===== config.mk =====
export PLATFORM = sky130hd
export DESIGN_NAME = shadow_write_buffer
export DESIGN_NICKNAME = d
export VERILOG_FILES = /design/src/rtl/iigs_pkg.sv /design/src/rtl/sync_fifo.sv /design/src/rtl/shadow_write_buffer.sv
export SDC_FILE = /design/constraint.sdc
export NUM_CORES = 1
export LEC_CHECK = 0
export BUFFER_PORTS_ARGS = -buffer_cell sky130_fd_sc_hd__buf_4
export CAP_MARGIN = 40
export CORE_ASPECT_RATIO = 1.2
export CORE_MARGIN = 2
export CORE_UTILIZATION = 32
export CTS_CLUSTER_DIAMETER = 120
export DETAILED_ROUTE_END_ITERATION = 8
export GPL_TIMING_DRIVEN = 0
export SYNTH_ARGS = -nofsm -noshare
export SYNTH_HDL_FRONTEND = slang
export SYNTH_SLANG_ARGS = --single-unit

===== constraint.sdc =====
create_clock -name clk_sys -period 4.6 [get_ports clk_sys]
set_input_delay 0.23 -clock clk_sys [delete_from_list [all_inputs] [get_ports clk_sys]]
set_output_delay 0.23 -clock clk_sys [all_outputs]
set_load 0.005 [all_outputs]

===== src/rtl/iigs_pkg.sv =====
// Shared IIgs definitions: SHADOW register bit indices, shadowed video region
// bounds, slowram replay entry width and the drain FSM state encoding.
package iigs_pkg;

    // SHADOW ($C035) bit positions; a set bit inhibits shadowing of that region
    localparam int SH_TXT1   = 0;
    localparam int SH_HGR1   = 1;
    localparam int SH_HGR2   = 2;
    localparam int SH_SHR    = 3;
    localparam int SH_AUXHGR = 4;
    localparam int SH_TXT2   = 5;

    // Shadowed video regions (inclusive bounds) within banks $00/$01
    localparam logic [15:0] TXT1_LO = 16'h0400;
    localparam logic [15:0] TXT1_HI = 16'h07FF;
    localparam logic [15:0] TXT2_LO = 16'h0800;
    localparam logic [15:0] TXT2_HI = 16'h0BFF;
    localparam logic [15:0] HGR1_LO = 16'h2000;
    localparam logic [15:0] HGR1_HI = 16'h3FFF;
    localparam logic [15:0] HGR2_LO = 16'h4000;
    localparam logic [15:0] HGR2_HI = 16'h5FFF;
    localparam logic [15:0] SHR_LO  = 16'h2000;
    localparam logic [15:0] SHR_HI  = 16'h9FFF;

    // Replay entry: {bank[0], addr[15:0], data[7:0]}
    localparam int SR_ENTRY_W = 25;

    typedef enum logic [0:0] {
        ST_IDLE  = 1'b0,
        ST_ISSUE = 1'b1
    } drain_state_t;

    // Inclusive address range test
    function automatic logic addr_in(input logic [15:0] a,
                                     input logic [15:0] lo,
                                     input logic [15:0] hi);
        return (a >= lo) && (a <= hi);
    endfunction

endpackage


===== src/rtl/sync_fifo.sv =====
// Generic single-clock FIFO. The caller qualifies push/pop; the head entry is
// presented combinationally so a pop can capture it on the same edge.
module sync_fifo #(
    parameter int DEPTH = 8,
    parameter int AW    = 3,
    parameter int W     = 25
) (
    input  logic          clk_sys,
    input  logic          reset_n,
    input  logic          push,
    input  logic          pop,
    input  logic [W-1:0]  din,
    output logic [W-1:0]  dout,
    output logic          full,
    output logic          empty,
    output logic [AW:0]   level
);

    localparam logic [AW:0]   DEPTH_L = (AW+1)'(DEPTH);
    localparam logic [AW:0]   ONE_L   = (AW+1)'(1);
    localparam logic [AW-1:0] PTR_ONE = AW'(1);

    logic [W-1:0]  r_mem [DEPTH];
    logic [AW-1:0] r_wptr;
    logic [AW-1:0] r_rptr;
    logic [AW:0]   r_level;

    // Storage array; no reset needed since level gates every read
    always_ff @(posedge clk_sys) begin
        if (push) begin
            r_mem[r_wptr] <= din;
        end
    end

    // Pointer and occupancy bookkeeping; pointers wrap modulo DEPTH
    always_ff @(posedge clk_sys or negedge reset_n) begin
        if (!reset_n) begin
            r_wptr  <= '0;
            r_rptr  <= '0;
            r_level <= '0;
        end else begin
            if (push) begin
                r_wptr <= r_wptr + PTR_ONE;
            end
            if (pop) begin
                r_rptr <= r_rptr + PTR_ONE;
            end
            case ({push, pop})
                2'b10:   r_level <= r_level + ONE_L;
                2'b01:   r_level <= r_level - ONE_L;
                default: r_level <= r_level;
            endcase
        end
    end

    assign dout  = r_mem[r_rptr];
    assign level = r_level;
    assign full  = (r_level == DEPTH_L);
    assign empty = (r_level == '0);

endmodule


===== src/rtl/shadow_write_buffer.sv =====
// Shadow write buffer: captures CPU writes into shadowed video regions of
// banks $00/$01 and replays them into slowram ($E0/$E1) one per slow slot.
module shadow_write_buffer
    import iigs_pkg::*;
#(
    parameter int DEPTH = 8,
    parameter int AW    = 3
) (
    input  logic          clk_sys,
    input  logic          reset_n,
    input  logic          cpu_ce,
    input  logic [7:0]    bank,
    input  logic [15:0]   addr,
    input  logic [7:0]    dout,
    input  logic          we,
    input  logic [7:0]    shadow,
    input  logic          slow_tick,
    input  logic          cpu_slow_busy,
    output logic [16:0]   sr_addr,
    output logic [7:0]    sr_din,
    output logic          sr_we,
    output logic          sr_ce,
    output logic          stall,
    output logic          overflow,
    output logic [AW:0]   level
);

    localparam logic [AW:0] DEPTH_L = (AW+1)'(DEPTH);
    localparam logic [AW:0] ONE_L   = (AW+1)'(1);

    logic                  w_hit;
    logic                  w_cap;
    logic                  w_push;
    logic                  w_pop;
    logic                  w_full;
    logic                  w_empty;
    logic [AW:0]           w_level;
    logic [AW:0]           w_level_nxt;
    logic [SR_ENTRY_W-1:0] w_head;
    logic                  w_unused_shadow;

    drain_state_t          r_state;
    logic [16:0]           r_sr_addr;
    logic [7:0]            r_sr_din;
    logic                  r_sr_we;
    logic                  r_stall;
    logic                  r_overflow;

    // SHADOW bits 7:6 control other features and are not decoded here
    assign w_unused_shadow = ^shadow[7:6];

    // Shadow hit decode; aux hires inhibit only affects bank $01
    always_comb begin
        w_hit = 1'b0;
        if ((bank == 8'h00) || (bank == 8'h01)) begin
            w_hit = (addr_in(addr, TXT1_LO, TXT1_HI) && !shadow[SH_TXT1])
                 || (addr_in(addr, TXT2_LO, TXT2_HI) && !shadow[SH_TXT2])
                 || (addr_in(addr, HGR1_LO, HGR1_HI) && !shadow[SH_HGR1]
                     && (!bank[0] || !shadow[SH_AUXHGR]))
                 || (addr_in(addr, HGR2_LO, HGR2_HI) && !shadow[SH_HGR2]
                     && (!bank[0] || !shadow[SH_AUXHGR]))
                 || (bank[0] && addr_in(addr, SHR_LO, SHR_HI) && !shadow[SH_SHR]);
        end else begin
            w_hit = 1'b0;
        end
    end

    // A pop frees a slot on the same edge, so a full queue still accepts
    // a capture when it is draining at that moment
    assign w_cap  = cpu_ce & we & w_hit;
    assign w_pop  = (r_state == ST_IDLE) & slow_tick & !w_empty & !cpu_slow_busy;
    assign w_push = w_cap & (!w_full | w_pop);

    // Occupancy after this edge, used to register stall in step with level
    always_comb begin
        w_level_nxt = w_level;
        case ({w_push, w_pop})
            2'b10:   w_level_nxt = w_level + ONE_L;
            2'b01:   w_level_nxt = w_level - ONE_L;
            default: w_level_nxt = w_level;
        endcase
    end

    sync_fifo #(
        .DEPTH (DEPTH),
        .AW    (AW),
        .W     (SR_ENTRY_W)
    ) u_fifo (
        .clk_sys (clk_sys),
        .reset_n (reset_n),
        .push    (w_push),
        .pop     (w_pop),
        .din     ({bank[0], addr, dout}),
        .dout    (w_head),
        .full    (w_full),
        .empty   (w_empty),
        .level   (w_level)
    );

    // Drain FSM: pop into the output registers, strobe for exactly one cycle
    always_ff @(posedge clk_sys or negedge reset_n) begin
        if (!reset_n) begin
            r_state   <= ST_IDLE;
            r_sr_addr <= 17'h00000;
            r_sr_din  <= 8'h00;
            r_sr_we   <= 1'b0;
        end else begin
            case (r_state)
                ST_IDLE: begin
                    if (w_pop) begin
                        r_sr_addr <= w_head[24:8];
                        r_sr_din  <= w_head[7:0];
                        r_sr_we   <= 1'b1;
                        r_state   <= ST_ISSUE;
                    end else begin
                        r_sr_we   <= 1'b0;
                    end
                end
                ST_ISSUE: begin
                    r_sr_we <= 1'b0;
                    r_state <= ST_IDLE;
                end
                default: begin
                    r_sr_we <= 1'b0;
                    r_state <= ST_IDLE;
                end
            endcase
        end
    end

    // Stall mirrors full; overflow latches any capture dropped for lack of room
    always_ff @(posedge clk_sys or negedge reset_n) begin
        if (!reset_n) begin
            r_stall    <= 1'b0;
            r_overflow <= 1'b0;
        end else begin
            r_stall <= (w_level_nxt == DEPTH_L);
            if (w_cap && !w_push) begin
                r_overflow <= 1'b1;
            end else begin
                r_overflow <= r_overflow;
            end
        end
    end

    assign sr_addr  = r_sr_addr;
    assign sr_din   = r_sr_din;
    assign sr_we    = r_sr_we;
    assign sr_ce    = r_sr_we;
    assign stall    = r_stall;
    assign overflow = r_overflow;
    assign level    = w_level;

endmodule


==> impl_metrics.toml <==
[critical_path]
crit_start = "sr_ce$_DFF_PN0_"
cp_max_fo = 9
worstPathCellList = "or3b_2 > clkbuf_1 > a21oi_1 > nor2b_1 > ha_1 > a21oi_1 > nand2_1 > and3b_1 > mux2i_1 > mux2i_1 > nor4_2"
critPathArrivalTime_ns = 3.58
required_ns = 5.01
crit_slowest_cell = "or3b_2"
ff2ff_setup_slack_ns = 1.43
startpoint_type = "flip-flop"
r2r-start = "sr_ce$_DFF_PN0_"
reg2reg_depth = 11
crit_path_end = "stall$_DFF_PN0_"
worstReg2RegEnd = "stall$_DFF_PN0_"
cpPeakStageDelay_ns = 0.46
cp-end-kind = "flip-flop"
worst-setup-path-type = "reg -> reg"

[drt]
viasPerCell = 4.73
drtIter0Drc = 318
wire_per_inst_um = 19.4
antenna_left = 0
drc = 0
wirelength_mm = 19.8
first_pass_iters = 5
vias = 4834

[floorplan]
die_h_um = 190
row_count = 68
io-pin-count = 79
die_area_mm2 = 0.0301
dieWidth_um = 159
start_util_pct = 32.3
core_mm2 = 0.0285

[sta]
finalCriticalPeriod_ns = 3.17
fin_worst_skew_ns = 0.0180
drv_slew = 0
max_freq_mhz = 315
slew_headroom_pct = 45.5
finalHoldViolations = 0
worstMarginPinSlew_ns = 0.818
fin_tns_setup_ns = 0
setup_viol = 0
period_share_pct = 69.0
rsz0062_at_grt = "false"

[finish]
n_antenna_cell = 0
fin_nets = 670
layout-drive-gt1-share_pct = 30.8
nFillCells = 2531
fin_util_pct = 40.6
area_delta_synth_final_pct = 25.8

[yosys]
synth_top_area_cell = "edfxtp_1"
netlist.area_leader.share_pct = 65.2
synthCells = 466
yosysSeqAreaShare_pct = 75.6
synth_area_leaders = "edfxtp_1 (65%), mux4_2 (12%), dfrtp_1 (10%)"
synth_cell_types = 39
ys_async_sr_fraction_pct = 16.0
syn_area_per_cell_um2 = 19.8
synth_most_common_cell = "edfxtp_1"
postSynthNetCount = 517
synth-edff-count = 200
synth_warnings = 0
syn_area_mm2 = 0.00921
synth_common_cells = "edfxtp_1 (200), mux4_2 (50), dfrtp_1 (38)"
synth_top_flop_cell = "edfxtp_1"
synth_seq_cells = 238

[clock_network]
root_buffer = "clkbuf_16"
clockBufferDepth = 3
cts_tree = "yes"
cts_buffers = 23
clkLatencyLatePin_ns = 0.51
clk_pin_slew_ns = 0.06
htreeDepth = 1
post-cts-setup-buffers = 0
cts_sinks = 238

[power_and_ir_drop]
total_switching_power_uw = 1650
p_per_area_mw_per_mm2 = 514
p_int_uw = 4300
ir_drop_v = 0.000267
switching_share_pct = 27.7
power_frac_seq_pct = 43.7
p_clk_share_pct = 28.4
combPwrFrac_pct = 27.9
cellLeakagePower_uw = 0.00398

[global_routing]
grt_overflow_total = 0
grt_use_total_pct = 13.2
grt_pass1_wl_mm = 30.6
grt_start_max_net_pins = 39
grt_antenna_before_repair = 0
grt_pass1_vias = 5215

[job]
maxCapViolations = 0

[place]
gp_congestion = 0.691
port_buffers = 76
hpwl_mm = 13.6

[worst_hold_path]
hold_class = "in -> reg"

[outcome]
status = "finished clean"
## layer usage
layer | GRT usage (%) | wire length (um)
met5 | 0 | 0
met4 | 3.21 | 298
met2 | 23.0 | 9890
met3 | 1.90 | 986
met1 | 17.7 | 8600
## cell usage in the layout, fill, tap and decap left out, drive strengths merged
cell	count
clkinv	3
o21a	1
dfrtp	38
nand4b	1
fa	1
nor3b	4
nor4bb	1
nand2	9
nor2b	3
edfxtp	200
nor2	31
o21ai	4
or3b	1
or4	2
dlygate4sd3	26
inv	4
ha	4
and3	1
nand3b	1
a31oi	1
and3b	1
mux2	2
xnor2	4
nor4	3
nand2b	3
mux4	50
or3	1
xor2	2
buf	106
nor3	7
clkinvlp	3
nand3	1
a21o	2
o22ai	1
clkbuf	54
o32ai	1
mux2i	29
a21oi	30
## worst max-delay path, delay by kind of cell (launching register included)
family | cells | cell delay, ns
fa+ha+maj | 1 | 0.34
simple gates | 5 | 1.43
flops | 1 | 0.40
mux | 2 | 0.28
buf+inv | 1 | 0.20
compound gates | 2 | 0.41
## worst min-delay path by stage
stage	start	end	slack [ns]	cells after the start
after floorplan	reset_n	overflow$_DFFE_PN0P_	-0.07	0
after global placement	reset_n	sr_addr[3]$_DFFE_PN0P_	0.26	1
after detailed placement	reset_n	sr_addr[3]$_DFFE_PN0P_	0.27	1
after CTS	bank[7]	overflow$_DFFE_PN0P_	0.17	4
after global routing	bank[6]	overflow$_DFFE_PN0P_	0.19	4
final	bank[7]	overflow$_DFFE_PN0P_	0.19	4
## repair_timing
action / CTS / global route
setup endpoints to repair: 0 / 0
resized for setup: 0 / 0
hold buffers: 26 / 0
hold endpoints to repair: 238 / 0
## cells by family after synthesis
logic type                 share of synthesized area (%)
DFF                                                 75.6
muxes                                               15.6
and+or+nand+nor                                     3.89
AOI/OAI and AO/OA                                   2.49
buffers and inverters                               1.10
xor gates and xnor gates                           0.571
adders and majority gates                          0.761
## state kept, by name, indices dropped and copies added (netlist names)
signal and count:
u_fifo.r_mem 200, sr_addr 17, sr_din 8, u_fifo.level 4
u_fifo.r_rptr 3, u_fifo.r_wptr 3, overflow 1, sr_ce 1
stall 1
## cell type report
class | instances | area, um2 | share of cell area (%)
clock inverter | 7 | 46.3 | 0.400
clock buffer | 35 | 621 | 5.36
multi-input combinational | 202 | 2210 | 19.0
buffer | 23 | 90.1 | 0.778
sequential | 238 | 6960 | 60.1
inverter | 3 | 11.3 | 0.0972
timing repair buffer | 128 | 1170 | 10.1
tap | 385 | 482 | 4.16
## power groups by stage
stage               clock (uW)  combinational, uW  sequential [uW]
detailed placement           0               1680             2640
global route              1820               1810             2620
finish                    1690               1660             2600
floorplan                    0               1020             2620
CTS                       1740               1700             2600
global placement             0               1550             2640
## through the flow
stage / worst slack (ns) / hold WS [ns] / std cells / total power [uW] / instance area [um2]
floorplan: 0.559 / -0.0656 / 466 / 3640 / 9210
global placement: -1.63 / 0.264 / 927 / 4190 / 10300
detailed placement: 0.892 / 0.273 / 952 / 4320 / 10600
CTS: 1.25 / 0.173 / 1020 / 6040 / 11600
global route: 1.21 / 0.189 / 1021 / 6250 / 11600
finish: 1.43 / 0.186 / 1021 / 5950 / 11600
No activity file was read; power rests on OpenSTA's default activity.
